--- src/rtl/step_request_queue_if.sv ---
// Handshake bundle between the edge conditioner/executor side and the step request queue.
// Carries edge pulses, clear and ack inward; req, pending count, overflow and busy outward.
// The queue uses the slave modport; whoever drives edges and acks uses master.
interface step_request_queue_if #(
  parameter int DEPTH_W = 4
);
  logic               edge_in;
  logic               clear;
  logic               ack;
  logic               req;
  logic [DEPTH_W-1:0] pending;
  logic               overflow;
  logic               busy;

  modport master (
    output edge_in, clear, ack,
    input  req, pending, overflow, busy
  );

  modport slave (
    input  edge_in, clear, ack,
    output req, pending, overflow, busy
  );
endinterface

--- src/rtl/step_request_queue.sv ---
// Queues debounced edge pulses and replays each one as a req/ack transaction to the core.
// Latency: edge -> pending next cycle -> req the cycle after; req drops the cycle after ack.
// Backpressure: req is held indefinitely until ack; excess edges count up to a saturating max with sticky overflow.
module step_request_queue #(
  parameter int DEPTH_W   = 4,
  parameter int LOCKOUT   = 1000,
  parameter int LOCKOUT_W = 16
) (
  input logic                clk,
  input logic                reset_n,
  step_request_queue_if.slave bus
);

  typedef enum logic {IDLE, REQ} state_t;

  localparam logic [DEPTH_W-1:0]   PEND_MAX  = '1;
  localparam logic [LOCKOUT_W-1:0] LOCK_LOAD = LOCKOUT_W'(LOCKOUT);

  state_t               state;
  logic                 req_q;
  logic [DEPTH_W-1:0]   pend_q;
  logic                 ovf_q;
  logic [LOCKOUT_W-1:0] lock_cnt;
  logic                 accept;
  logic                 dequeue;

  // An edge only counts when the bounce window from the previous accepted edge has expired.
  assign accept  = bus.edge_in && (lock_cnt == '0);
  // The core consumes one pending entry when it acks an outstanding request.
  assign dequeue = (state == REQ) && bus.ack;

  // Bounce lockout: reload on every accepted edge, count down to zero otherwise.
  always_ff @(posedge clk or negedge reset_n) begin
    if (!reset_n) begin
      lock_cnt <= '0;
    end else if (bus.clear) begin
      lock_cnt <= '0;
    end else if (accept) begin
      lock_cnt <= LOCK_LOAD;
    end else if (lock_cnt != '0) begin
      lock_cnt <= lock_cnt - 1'b1;
    end
  end

  // Pending count: a simultaneous accept and dequeue cancel out, so no overflow is flagged at max.
  always_ff @(posedge clk or negedge reset_n) begin
    if (!reset_n) begin
      pend_q <= '0;
      ovf_q  <= 1'b0;
    end else if (bus.clear) begin
      pend_q <= '0;
      ovf_q  <= 1'b0;
    end else begin
      case ({accept, dequeue})
        2'b10: begin
          if (pend_q == PEND_MAX) begin
            ovf_q <= 1'b1;
          end else begin
            pend_q <= pend_q + 1'b1;
          end
        end
        2'b01:   pend_q <= pend_q - 1'b1;
        default: pend_q <= pend_q;
      endcase
    end
  end

  // Handshake FSM: one req per pending entry, always passing through IDLE between transactions.
  always_ff @(posedge clk or negedge reset_n) begin
    if (!reset_n) begin
      state <= IDLE;
      req_q <= 1'b0;
    end else if (bus.clear) begin
      state <= IDLE;
      req_q <= 1'b0;
    end else begin
      case (state)
        IDLE: begin
          if (pend_q != '0) begin
            state <= REQ;
            req_q <= 1'b1;
          end
        end
        REQ: begin
          if (bus.ack) begin
            state <= IDLE;
            req_q <= 1'b0;
          end
        end
        default: begin
          state <= IDLE;
          req_q <= 1'b0;
        end
      endcase
    end
  end

  assign bus.req      = req_q;
  assign bus.pending  = pend_q;
  assign bus.overflow = ovf_q;
  assign bus.busy     = req_q | (pend_q != '0);

endmodule

--- src/flat_wrapper.sv ---
// flat-port wrapper written by rule: the top's interface ports become plain ports
module step_request_queue_flat 
#(
  parameter int DEPTH_W   = 4,
  parameter int LOCKOUT   = 1000,
  parameter int LOCKOUT_W = 16
)
  (clk, reset_n, bus_edge_in, bus_clear, bus_ack, bus_req, bus_pending, bus_overflow, bus_busy);
  step_request_queue_if #(.DEPTH_W(DEPTH_W)) bus_i ();
  input logic clk;
  input logic reset_n;
  input wire logic [$bits(bus_i.edge_in)-1:0] bus_edge_in;
  input wire logic [$bits(bus_i.clear)-1:0] bus_clear;
  input wire logic [$bits(bus_i.ack)-1:0] bus_ack;
  output wire logic [$bits(bus_i.req)-1:0] bus_req;
  output wire logic [$bits(bus_i.pending)-1:0] bus_pending;
  output wire logic [$bits(bus_i.overflow)-1:0] bus_overflow;
  output wire logic [$bits(bus_i.busy)-1:0] bus_busy;
  assign bus_i.edge_in = bus_edge_in;
  assign bus_i.clear = bus_clear;
  assign bus_i.ack = bus_ack;
  assign bus_req = bus_i.req;
  assign bus_pending = bus_i.pending;
  assign bus_overflow = bus_i.overflow;
  assign bus_busy = bus_i.busy;
  step_request_queue #(.DEPTH_W(DEPTH_W), .LOCKOUT(LOCKOUT), .LOCKOUT_W(LOCKOUT_W)) u_core (.clk(clk), .reset_n(reset_n), .bus(bus_i));
endmodule
--- config.mk ---
export PLATFORM = sky130hd
export DESIGN_NAME = step_request_queue_flat
export DESIGN_NICKNAME = d
export VERILOG_FILES = /design/src/rtl/step_request_queue_if.sv /design/src/rtl/step_request_queue.sv /design/src/flat_wrapper.sv
export SDC_FILE = /design/constraint.sdc
export NUM_CORES = 1
export LEC_CHECK = 0
export BUFFER_PORTS_ARGS = -buffer_cell sky130_fd_sc_hd__clkbuf_2
export CAP_MARGIN = 0
export CORE_AREA = 2 2 63 65
export CTS_CLUSTER_SIZE = 25
export DETAILED_ROUTE_END_ITERATION = 10
export DIE_AREA = 0 0 65 67
export SLEW_MARGIN = 10
export SYNTH_ARGS = -nofsm -noshare
export SYNTH_HDL_FRONTEND = slang
export SYNTH_SLANG_ARGS = --single-unit
--- constraint.sdc ---
create_clock -name clk -period 2.29 [get_ports clk]
set_clock_uncertainty 0.05 [all_clocks]
set_input_delay 0.229 -clock clk [delete_from_list [all_inputs] [get_ports clk]]
set_output_delay 0.229 -clock clk [all_outputs]
set_load 0.1 [all_outputs]
* Yosys cells after proc, flatten, opt, wreduce, memory -nomap -nowiden *
Cells that the tools add are included.

storage, ports and cells
  register bits after elaboration = 23
  input bits = 5
  output and inout port bits = 7
  word-level logic and storage cells = 45

operators by class
  $add $sub $neg = 3
  equal/unequal tests = 6
  multiplexer cells = 17
  bitwise gates (word level) = 2
  reduce and logical (&&, ||, !) cells = 12

operators with widths
  operator                                                                 count
  16-bit two-way mux                                                       3
  16-bit zero test                                                         1
  16-bit nonzero test                                                      1
  16-bit by 1-bit subtractor with 16-bit output, second input constant     1
  1-bit two-way mux                                                        9
  4-bit two-way mux                                                        2
  4-bit case mux with 2 select lines                                       1
  3-bit inequality test, second input constant                             2
  2-bit AND reduction                                                      3
  3-bit nonzero test                                                       2
  4-bit by 1-bit adder with 4-bit output, second input constant            1
  4-bit equality test, second input constant                               1
  1-bit case mux with 2 select lines                                       2
  2-bit nonzero test                                                       2
  4-bit nonzero test                                                       1
  4-bit by 1-bit subtractor with 4-bit output, second input constant       1
  3-bit by 2-bit inequality test with 1-bit output, second input constant  1
  2-bit by 1-bit equality test with 1-bit output, second input constant    1
  2-bit equality test, second input constant                               1
  1-bit logical AND                                                        2
  1-bit inverter                                                           1
  1-bit bitwise OR                                                         1

* Longest topological paths before layout *
Gate-level depths: netlist of run 1.

  word-level depth = 5
  depth in mapped cells = 12
  depth with buffers taken out = 12

* Least setup slack after synthesis of run 1 *
Ideal clock, no wire load.

  path type = reg2reg
  start point = reg u_core.lock_cnt[0]
  end point = reg u_core.pend_q[3] (netlist: u_core.bus.pending[3])
  library setup time = 0.086 ns
  arrival = 2.426 ns
  required time = 2.154 ns
  path slack = -0.272 ns
  stages on the path, launching flop included = 12
  path buffers = 0
  period minus slack after synthesis = 2.562 ns
  path through = dfrtp_1 inv_1 ha_1 nor4b_1 nand4_1 o21ai_2 inv_2 ha_1 a31oi_1 nor4b_1 nor3_1 nor3_1

between the ends
  word-level cells in the longest chain between the ends = 5
  elaborated cells between the ends (all ways) = 9
  those cells by class = eq/ne (3); mux (2); reduce/logical (4)

RTL lines
  what                                                                                   line                      text
  start: declaration                                                                     step_request_queue.sv:23  logic [LOCKOUT_W-1:0] lock_cnt;
  start signal: assignment                                                               step_request_queue.sv:41  lock_cnt <= lock_cnt - 1'b1;
  16-bit zero test *                                                                     step_request_queue.sv:28  assign accept = bus.edge_in && (lock_cnt == '0);
  1-bit logical AND *                                                                    step_request_queue.sv:28
  2-bit by 1-bit equality test with 1-bit output or 2-bit equality test (tied branches)  step_request_queue.sv:54  case ({accept, dequeue})
  4-bit case mux with 2 select lines (tied with other cells)                             step_request_queue.sv:54
  4-bit two-way mux or 2-bit AND reduction (tied branches)                               n/a
  end signal: assignment                                                                 step_request_queue.sv:59  pend_q <= pend_q + 1'b1;
  end signal: assignment                                                                 step_request_queue.sv:62  2'b01: pend_q <= pend_q - 1'b1;
  end signal: assignment                                                                 step_request_queue.sv:63  default: pend_q <= pend_q;
  end: declaration                                                                       step_request_queue.sv:21  logic [DEPTH_W-1:0] pend_q;

Every way passes the cells marked *; elsewhere a longest branch is shown, timed or not.
A chain may end at the register's enable or synchronous reset.

* Final worst setup path of run 1 *
Ends and elaborated chain as after synthesis.

==> results of run 1 <==
cell families (layout without fill, tap and decap cells):
| logic type | Yosys count | count (layout) | synth area share |
|---|---|---|---|
| XOR/XNOR | 4 | 4 | 0.0244 |
| adder cells (fa/ha/maj) | 4 | 4 | 0.0348 |
| flip-flops | 23 | 23 | 0.400 |
| AO/OA/AOI/OAI | 35 | 35 | 0.150 |
| AND/OR/NAND/NOR | 78 | 78 | 0.343 |
| buffers and inverters | 9 | 45 | 0.0252 |
| multiplexers | 3 | 3 | 0.0217 |
worst min-delay path, cell delays in order:
cell,delay (ns)
clkbuf_2,0.11
nand2b_1,0.10
a21oi_1,0.07
cell usage in the layout, fill, tap and decap left out, drive strengths merged, types with 2 or more instances in the layout:
cell,synthesis,final
nor3b,2,2
nand3,6,6
clkbuf,2,13
nand2b,5,5
nor3,15,15
nor4b,2,2
xnor2,3,3
inv,5,5
or4,5,5
and4,3,3
and2,2,2
buf,2,25
o21ai,8,8
ha,4,4
nor2,16,16
a21oi,15,15
nand4,3,3
nor4,2,2
mux2i,2,2
a31oi,4,4
nand3b,5,5
a211oi,2,2
a311oi,2,2
nand2,9,9
dfrtp,23,23
worst max path at each step:
stage,start,endpoint,cells after the start
4_1_cts,u_core.lock_cnt[0],u_core.bus.pending[3],11
2_1_floorplan,u_core.lock_cnt[4],u_core.bus.pending[3],9
5_1_grt,u_core.lock_cnt[0],u_core.bus.pending[3],11
3_3_place_gp,u_core.lock_cnt[9],u_core.bus.pending[3],10
3_5_place_dp,u_core.lock_cnt[0],u_core.bus.pending[2],12
6_report,u_core.lock_cnt[0],u_core.bus.pending[3],11
sequential cells by signal, indices dropped and copies added, names as in the netlist:
signal               flops
u_core.lock_cnt         16
u_core.bus.overflow      1
u_core.state             1
u_core.bus.pending       4
u_core.bus.req           1
metal layers:
metal	GRT usage	share of wire	up-vias
li1	-	-	655
met2	0.331	0.50	26
met3	0.0152	0.026	9
met1	0.231	0.45	654
met4	0.104	0.026	0
met5	0	0	-
final cells by class:
class                   count  area, µm²  share of cell area
clock inverters             1       5.00             0.00271
clock buffers               3       41.3              0.0223
well taps                  48       60.1              0.0325
repair buffers             36        245               0.133
flip-flops and latches     23        578               0.313
multi-input cells         124        901               0.487
inverters                   5       18.8              0.0101
synth_stat cells (all sizes together):
| cell | number |
|---|---|
| dfrtp | 23 |
| nor2 | 16 |
| a21oi | 15 |
| nor3 | 15 |
| nand2 | 9 |
| o21ai | 8 |
| nand3 | 6 |
| inv | 5 |
| nand2b | 5 |
| nand3b | 5 |
| or4 | 5 |
| a31oi | 4 |
| ha | 4 |
| and4 | 3 |
| nand4 | 3 |
| xnor2 | 3 |
| a211oi | 2 |
| a311oi | 2 |
| and2 | 2 |
| buf | 2 |
| clkbuf | 2 |
| mux2i | 2 |
| nor3b | 2 |
| nor4 | 2 |
| nor4b | 2 |
| mux2 | 1 |
| o21a | 1 |
| o22ai | 1 |
| o2bb2ai | 1 |
| o31ai | 1 |
| or2 | 1 |
| or2b | 1 |
| or3 | 1 |
| xor2 | 1 |
through the flow:
step | util | instance area [µm²]
2_1_floorplan | - | 1490
3_5_place_dp | 0.485 | 1750
3_3_place_gp | 0.485 | 1750
4_1_cts | 0.501 | 1810
6_report | 0.513 | 1850
5_1_grt | 0.513 | 1850
power breakdown:
group	total, mW	switching [mW]	internal (mW)
registers	0.695	0.150	0.545
logic	1.82	1.08	0.745
clock network	0.266	0.144	0.122
timing repair:
action,4_1_cts,5_1_grt
hold endpoints to repair,23,0
resized for setup,1,5
pin swaps,1,6
hold buffers,1,0
setup endpoints to repair,2,3
buffers inserted,0,2
==> metrics.md, run 1 <==
| Metric | Value |
|---|---|
| Status | complete, no violations |
| CTS tree | built |
| Port Buf Inserts | 11 |
| RR Startpoint | u_core.lock_cnt[0] |
| Slew @ Worst Pin | approximately 0.59 ns |
| R2R cell count | 11 |
| Final setup margin | 0.00182 ns |
| CTS root buffer | clkbuf_8 |
| Synth area leaders | dfrtp_1, a21oi_1, nor3_1, nor2_1, ha_1 |
| Crit path DAT | 2.38 ns |
| First-pass iteration count of the detailed router | 6 |
| R2R Path End | u_core.bus.pending[3] |
| # nets final | 202 |
| RSZ-0062 raised after global routing | yes |
| Layout cells sized above 1 | 0.344 |
| Pins Over Slew Limit | 0 |
| CP Launch Type | flip-flop |
| Clock Tree Buf Depth | 2 |
| Die Ht | between 60 and 70 µm |
| Rows | 22 |
| Static leakage | 0.822 nW |
| Worst vdd ir | 0.000661 V |
| # fillers | around 330 |
| PwrDens | around 1500 mW/mm² |
| Final min period | 2.29 ns |
| Critical path required time | around 2.4 ns |
| Number of global-route vias before repair | 1400 |
| DRT iter0 DRCs | between 70 and 80 |
| Gr ovfl total | 0 |
| Mapped Nets | roughly 170 |
| Crit path kind | flip-flop to flip-flop |
| GP Congestion | approximately 0.82 |
| Dpl ws | -0.0291 ns |
| CTS H-tree depth | 1 |
| FMAX | 437 MHz |
| Cell taking the most area after synthesis | dfrtp_1 |
| First-pass GRT wire length | between 6000 and 7000 µm |
| Hold endpoint | u_core.bus.req |
| # Max-Cap Violations | 0 |
| IO Pins | 12 |
| Critical hold path startpoint | bus_ack |
| Worst setup EP type | flip-flop |
| Post-Place Cells | between 200 and 250 |
| CP top delay family | simple AND/OR/NAND/NOR gates |
| Routed Antenna Nets | 0 |
| Clk sinks | 23 |
| Initial Utilization | 0.399 |
| Yosys warning count | 0 |
| Routed WL per cell | between 15 and 20 µm |
| Clk Latency, worst-skew pair | 0.28 ns |
| Post-Syn Instances | ~160 |
| All-Layer GR Usage | 0.190 |
| Die X | between 60 and 70 µm |
| WL final | 3640 µm |
| Top-area cell type share of the netlist area | 0.400 |
| Sum Neg Setup Slack | 0 ns |
| Core ar. | 0.00361 mm² |
| Flop-to-flop setup slack | ~0.0018 ns |
| Antenna diodes | 0 |
| # DRC | 0 |
| Final Hold Fails | 0 |
| Post-synthesis sequential area ratio | 0.400 |
| HP Class | input port to flip-flop |
| Avg Vias per Cell | between 5 and 6 |
| Slowest library cell on the worst path | dfrtp_1 |
| Vias | roughly 1300 |
| Worst-path cell chain | inv_2 -> ha_4 -> nor4b_4 -> nand4_1 -> o21ai_2 -> inv_2 -> ha_4 -> a31oi_4 -> nor4b_4 -> o21a_1 -> nor3_1 |
| FF+latch count, synth | 23 |
| # setup viols final | 0 |
| Synthesized area | approximately 0.0014 mm² |
| Largest net degree at the start of global routing | 24 |
| Layout Cells excl Fill | 240 |
| Area grow syn2layout | 28.5% |
| Syn Area/Cell | between 9 and 10 µm² |
| CP max stage delay | ~0.4 ns |
| Hold Slack | approximately 0.22 ns |
| Relative slew slack | 0.606 |
| Antenna violations before repair | 0 |
| Period utilization | 0.999 |
| Clock-pin slew on the worst setup and hold paths | ~0.080 ns |
| WP buf/inv | 2 |
| Number of CTS-inserted buffers | 3 |
| Hold-critical path depth | 3 |
| Synth cell types | 44 |
| DP HPWL | 2740 µm |
| Overall power | approximately 2.8 mW |
| Die area | 0.00436 mm² |
| Crit Path Max Fanout | 3 |
Power figures use the tool's default switching activity.
==> run 2: changes to the inputs <==
- CELL_PAD_IN_SITES_DETAIL_PLACEMENT: unset -> 2
- CELL_PAD_IN_SITES_GLOBAL_PLACEMENT: unset -> 2
- CORE_AREA: 2 2 63 65 -> 2 2 70 72
- DIE_AREA: 0 0 65 67 -> 0 0 72 74
- MAX_ROUTING_LAYER: unset -> met4
- PLACE_DENSITY_LB_ADDON: unset -> 0.1
==> run 2 against run 1 <==
  * The flow now finishes with violations (setup timing)
  * Non-clock buffer count grew 5
  * Clock power is essentially flat
  * First-iteration DRC count shrank 60%
  * Sequential power is essentially flat
  * Power grew 5.0%
  * Sequential cell count is the same
  * Register-to-register slack is essentially flat
  * Cell count grew 4.6%
  * Clock-buffer cell count is the same
  * Core utilization shrank 9.8 points
  * Combinational power grew 8%
  * Via count grew 1.6%
  * Critical path type unchanged
  * Critical endpoint unchanged
  * Largest power group unchanged
==> metrics.md, run 2 (synthesis results as in run 1) <==
| Metric | Value |
|---|---|
| Clock Tree Buf Depth | 2 |
| First-pass iteration count of the detailed router | 4 |
| Die area | about 0.0053 mm² |
| FMAX | ~440 MHz |
| Die Ht | between 70 and 80 µm |
| Layout Cells excl Fill | 251 |
| CTS tree | built |
| Vias | roughly 1400 |
| Placed Area | approximately 0.0018 mm² |
| Rows | 25 |
| WL final | between 4000 and 5000 µm |
| Final Instance Area | ~0.0019 mm² |
| Clock-pin slew on the worst setup and hold paths | 0.09 ns |
| Multi-input logic area | 911 µm² |
| First-pass GRT wire length | about 7600 µm |
| Slew @ Worst Pin | between 0.6 and 0.7 ns |
| Avg Vias per Cell | around 5.4 |
| Post-Place Cells | 242 |
| DRT iter0 DRCs | 31 |
| Routed WL per cell | approximately 19 µm |
| Critical path depth in cells | 11 |
| Largest net degree at the start of global routing | 24 |
| Initial Utilization | 0.313 |
| Core ar. | roughly 0.0046 mm² |
| Antenna violations before repair | 0 |
| R2R cell count | 11 |
| Status | finished, violations left |
| IO Pins | 12 |
| WP buf/inv | 2 |
| Leading cell type in the layout, fill and taps excluded | buf_4 |
| All-Layer GR Usage | 0.196 |
| Critical hold path startpoint | bus_ack |
| Area grow syn2layout | 32.5% |
| # Max-Cap Violations | 0 |
| Final Hold Fails | 0 |
| Critical path required time | roughly 2.4 ns |
| Violations in the final reports | setup timing |
| HP Class | input port to flip-flop |
| Relative slew slack | 0.572 |
| Number of global-route vias before repair | 1529 |
| CTS H-tree depth | 1 |
| DP HPWL | 3600 µm |
| CTS root buffer | clkbuf_8 |
| RSZ-0062 raised after global routing | yes |
| Hold endpoint | u_core.bus.req |
| CP max stage delay | about 0.4 ns |
| CP Launch Type | flip-flop |
| Layout cells sized above 1 | 0.391 |
| RR Startpoint | u_core.lock_cnt[0] |
| Number of CTS-inserted buffers | 3 |
| Max reg flops | 16 |
| Clk Latency, worst-skew pair | about 0.27 ns |
| Clk sinks | 23 |
| Final setup margin | -0.000568 ns |
| Antenna diodes | 0 |
| Routed Antenna Nets | 0 |
| Crit path kind | flip-flop to flip-flop |
| Slowest library cell on the worst path | dfrtp_1 |
| Worst setup EP type | flip-flop |
| Commonest cells after routing, fill and taps aside | buf_4, dfrtp_1, nor2_1 |
| Reg with most FFs | u_core.lock_cnt |
| Pins Over Slew Limit | 0 |
| Port Buf Inserts | 11 |
| Static leakage | approximately 0.85 nW |
| # DRC | 0 |
| Highest metal used | met4 |
| Crit path DAT | 2.39 ns |
| Period utilization | 1.00 |
| GP Congestion | slightly above 0.8 |
| Worst vdd ir | about 0.00063 V |
| Die X | 72 µm |
| # nets final | approximately 210 |
| Final min period | ~2.3 ns |
| Storage element area | between 500 and 600 µm² |
| # fillers | 522 |
| Length of routed wiring on met1 | a little under 2000 µm |
| CP top delay family | simple AND/OR/NAND/NOR gates |
| Routed wl met2 | 2580 µm |
| Flop-to-flop setup slack | -0.0006 ns |
| R2R Path End | u_core.bus.pending[3] |
| PwrDens | roughly 1500 mW/mm² |
| Total length of routed met3 wires | between 70 and 80 µm |
| Worst-path cell chain | inv_2 -> ha_4 -> nor4b_4 -> nand4_1 -> o21ai_2 -> inv_2 -> ha_4 -> a31oi_2 -> nor4b_2 -> o21a_1 -> nor3_2 |
| # setup viols final | 1 |
| Gr ovfl total | 0 |
| Hold-critical path depth | 3 |
| Crit Path Max Fanout | 4 |
==> run 2: per-stage QoR <==
step                utilization  setup TNS [ns]  hold WS (ns)  setup slack, ns  total power, mW
floorplan                     -         -0.0563        -0.117          -0.0563             1.96
global placement          0.387        -0.00993         0.220         -0.00993             2.51
detailed placement        0.387          -0.142         0.232          -0.0774             2.60
CTS                       0.410        -0.00367         0.217         -0.00367             2.94
global route              0.415          -0.279         0.250           -0.153             3.15
finish                    0.415       -0.000568         0.217        -0.000568             2.92
==> run 2: metal layers <==
| layer | vias to the layer above | global-route usage |
|---|---|---|
| met4 | 0 | 0.0503 |
| li1 | 657 | - |
| met2 | 13 | 0.376 |
| met1 | 691 | 0.217 |
| met3 | 5 | 0.0203 |
| met5 | - | - |
==> run 2: area by class of cell <==
type / count / share of cell area
multi-input combinational: 124 / 0.478
clock inverter: 1 / 0.00262
timing repair buffer: 41 / 0.150
clock buffer: 3 / 0.0217
sequential: 23 / 0.303
tap: 54 / 0.0354
inverter: 5 / 0.00984
==> run 2: where the power goes <==
| group | internal (mW) | switching [mW] | total (mW) |
|---|---|---|---|
| clock | 0.122 | 0.146 | 0.268 |
| combinational | 0.805 | 1.16 | 1.96 |
| sequential | 0.545 | 0.148 | 0.693 |
==> run 2: worst max-delay path by stage <==
| stage | start | endpoint | slack [ns] |
|---|---|---|---|
| CTS | u_core.lock_cnt[0] | u_core.bus.pending[2] | -0.004 |
| detailed placement | u_core.lock_cnt[1] | u_core.bus.pending[2] | -0.08 |
| global route | u_core.lock_cnt[0] | u_core.bus.pending[3] | -0.15 |
| global placement | u_core.lock_cnt[9] | u_core.bus.pending[3] | -0.01 |
| floorplan | u_core.lock_cnt[4] | u_core.bus.pending[3] | -0.06 |
| finish | u_core.lock_cnt[0] | u_core.bus.pending[3] | -0.0006 |
==> run 2: tightest hold or removal path, cell delays in order <==
cell and delay, ns:
clkbuf_2 0.11, nand2b_1 0.10, a21oi_1 0.06
==> run 2: timing repair <==
| item | 4_1_cts | 5_1_grt |
|---|---|---|
| hold endpoints to repair | 23 | 0 |
| setup endpoints to repair | 3 | 5 |
| buffers inserted | 4 | 0 |
| gates resized for setup | 5 | 5 |
| pin swaps | 10 | 2 |
| hold buffers | 1 | 0 |
==> run 3: changes to the inputs <==
- BUFFER_PORTS_ARGS: -buffer_cell sky130_fd_sc_hd__clkbuf_2 -> -buffer_cell sky130_fd_sc_hd__buf_4
==> run 3 against run 2 <==
  * The run still ends with setup timing left
  * Cell area fell by 1.2%
  * Cell count is 2.8% lower
  * Sequential power rose by 1%
  * Wire length is 4.7% lower
  * Register-to-register slack lost 0.05 ns
  * Die area stayed put
  * Global-route usage shrank 0.78 points
  * Non-clock buffer count fell by 7
  * Via count decreased by 1.0%
==> metrics.md, run 3 (synthesis results as in run 1) <==
| Metric | Value |
|---|---|
| Commonest cells after routing, fill and taps aside | buf_4, dfrtp_1, nor2_1 |
| HP Class | input port to flip-flop |
| Crit path kind | flip-flop to flip-flop |
| Clock-pin slew on the worst setup and hold paths | 0.08 ns |
| IO Pins | 12 |
| Flop-to-flop setup slack | -0.05 ns |
| Core ar. | approximately 0.0046 mm² |
| Hold Slack | 0.206 ns |
| Violations in the final reports | setup timing |
| CTS tree | built |
| Reg power frac | 0.242 |
| CP top delay family | simple AND/OR/NAND/NOR gates |
| Max reg flops | 16 |
| Vias | around 1400 |
| Period utilization | 1.02 |
| Rows | 25 |
| Largest net degree at the start of global routing | 24 |
| Relative slew slack | 0.751 |
| Port Buf Inserts | 11 |
| Number of CTS-inserted buffers | 3 |
| RR Startpoint | u_core.lock_cnt[1] |
| P_int | 1.46 mW |
| Area grow syn2layout | 31.0% |
| Critical path required time | 2.38 ns |
| Final Instance Area | ~0.0019 mm² |
| Final Hold Fails | 0 |
| FMAX | between 400 and 500 MHz |
| Worst vdd ir | ~0.0006 V |
| Die area | roughly 0.0053 mm² |
| RSZ-0062 raised after global routing | yes |
| P_sw | ~1.4 mW |
| First-pass GRT wire length | about 7500 µm |
| Leading cell type in the layout, fill and taps excluded | buf_4 |
| # Max-Cap Violations | 0 |
| Clock Tree Buf Depth | 2 |
| # nets final | 200 |
| Clock power share | 0.088 |
| Post-Place Cells | 239 |
| Layout cells sized above 1 | 0.358 |
| Worst setup EP type | flip-flop |
| Avg Vias per Cell | 5.54 |
| Hold-critical path depth | 3 |
| CP max stage delay | ~0.40 ns |
| Initial Utilization | 0.313 |
| Worst-path cell chain | inv_2 -> ha_4 -> nor4b_4 -> nand4_1 -> o21ai_2 -> inv_2 -> ha_4 -> a31oi_1 -> nor4b_2 -> o21a_1 -> nor3_2 |
| Antenna diodes | 0 |
| Placed Area | approximately 0.0018 mm² |
| Sum Neg Setup Slack | -0.0605 ns |
| Status | finished, violations left |
| Pins Over Slew Limit | 0 |
| R2R Path End | u_core.bus.pending[3] |
| WL final | about 4500 µm |
| Reg with most FFs | u_core.lock_cnt |
| CTS H-tree depth | 1 |
| Comb power frac | 0.670 |
| Layout Cells excl Fill | about 240 |
| Die X | a little over 70 µm |
| Crit path DAT | 2.43 ns |
| Critical hold path startpoint | bus_ack |
| Clk Latency, worst-skew pair | ~0.26 ns |
| First-pass iteration count of the detailed router | 4 |
| Crit Path Max Fanout | 3 |
| DRT iter0 DRCs | 36 |
| DP HPWL | about 3500 µm |
| All-Layer GR Usage | 0.188 |
| PwrDens | ~1500 mW/mm² |
| Final min period | around 2.3 ns |
| Static leakage | between 0.8 and 0.9 nW |
| Slowest library cell on the worst path | dfrtp_1 |
| Gr ovfl total | 0 |
| CTS root buffer | clkbuf_8 |
| Net switching fraction of the power | 0.498 |
| Number of global-route vias before repair | around 1500 |
| Dpl ws | -0.0929 ns |
| Hold endpoint | u_core.bus.req |
| R2R cell count | 11 |
| Slew @ Worst Pin | between 0.3 and 0.4 ns |
| Routed WL per cell | roughly 18 µm |
| WP buf/inv | 2 |
| # setup viols final | 2 |
| Routed Antenna Nets | 0 |
| Die Ht | 74 µm |
| Final setup margin | -0.0488 ns |
| GP Congestion | between 0.8 and 0.9 |
| Clk sinks | 23 |
| CP Launch Type | flip-flop |
| Antenna violations before repair | 0 |
| # DRC | 0 |
[run 3: cell count changes in the layout (fill, tap and decap cells not counted)]
cell	change
clkbuf_4	-1
clkbuf_2	-10
clkbuf_1	+1
nor4_2	-1
nor4_4	+1
a31oi_2	-1
a31oi_1	+1
buf_6	+1
buf_4	+3
clkinv_2	-1
[run 3: tightest hold or removal path, delay by kind of cell]
kind	cells	cell delay, ns
simple gates	1	0.10
compound gates	1	0.06
buf+inv	1	0.09
[run 3: final cells by class]
| type | count | area (µm²) |
|---|---|---|
| clock buffer | 4 | 45.0 |
| fill | 525 | 2710 |
| inverter | 5 | 18.8 |
| multi-input combinational | 124 | 913 |
| sequential | 23 | 578 |
| tap | 54 | 67.6 |
| timing repair buffer | 34 | 262 |
[run 3: worst max-delay path by stage]
stage / to / from / cells after the start
after floorplan: u_core.bus.pending[3] / u_core.lock_cnt[4] / 9
after global placement: u_core.bus.pending[3] / u_core.lock_cnt[9] / 9
after detailed placement: u_core.bus.pending[2] / u_core.lock_cnt[9] / 10
after CTS: u_core.bus.pending[3] / u_core.lock_cnt[1] / 12
after global routing: u_core.bus.pending[2] / u_core.lock_cnt[1] / 12
final: u_core.bus.pending[3] / u_core.lock_cnt[1] / 11
[run 3: metal layers]
metal / GRT usage / vias to the layer above / wire length [µm]
met1: 0.223 / 688 / 1990
met3: 0.0217 / 2 / 82
met2: 0.343 / 14 / 2360
met5: - / - / 0
li1: - / 648 / -
met4: 0.0440 / 0 / 29
[run 3: stage by stage]
stage | utilization | power (mW)
after global placement | 0.388 | 2.53
after CTS | 0.403 | 2.90
after detailed placement | 0.388 | 2.61
after global routing | 0.410 | 3.14
after floorplan | - | 1.96
final | 0.410 | 2.90
[run 3: what timing repair did]
action	4_1_cts	5_1_grt
gates resized for setup	3	7
buffers inserted	0	0
hold endpoints to repair	23	0
pin swaps	3	4
hold buffers	1	0
endpoints found under the setup margin	2	5
[run 3: power by group through the flow]
stage	combinational [mW]	clock, mW	sequential (mW)
6_report	1.94	0.254	0.702
5_1_grt	2.13	0.289	0.721
4_1_cts	1.93	0.266	0.701
3_5_place_dp	1.90	0	0.702
3_3_place_gp	1.84	0	0.690
2_1_floorplan	1.09	0	0.872
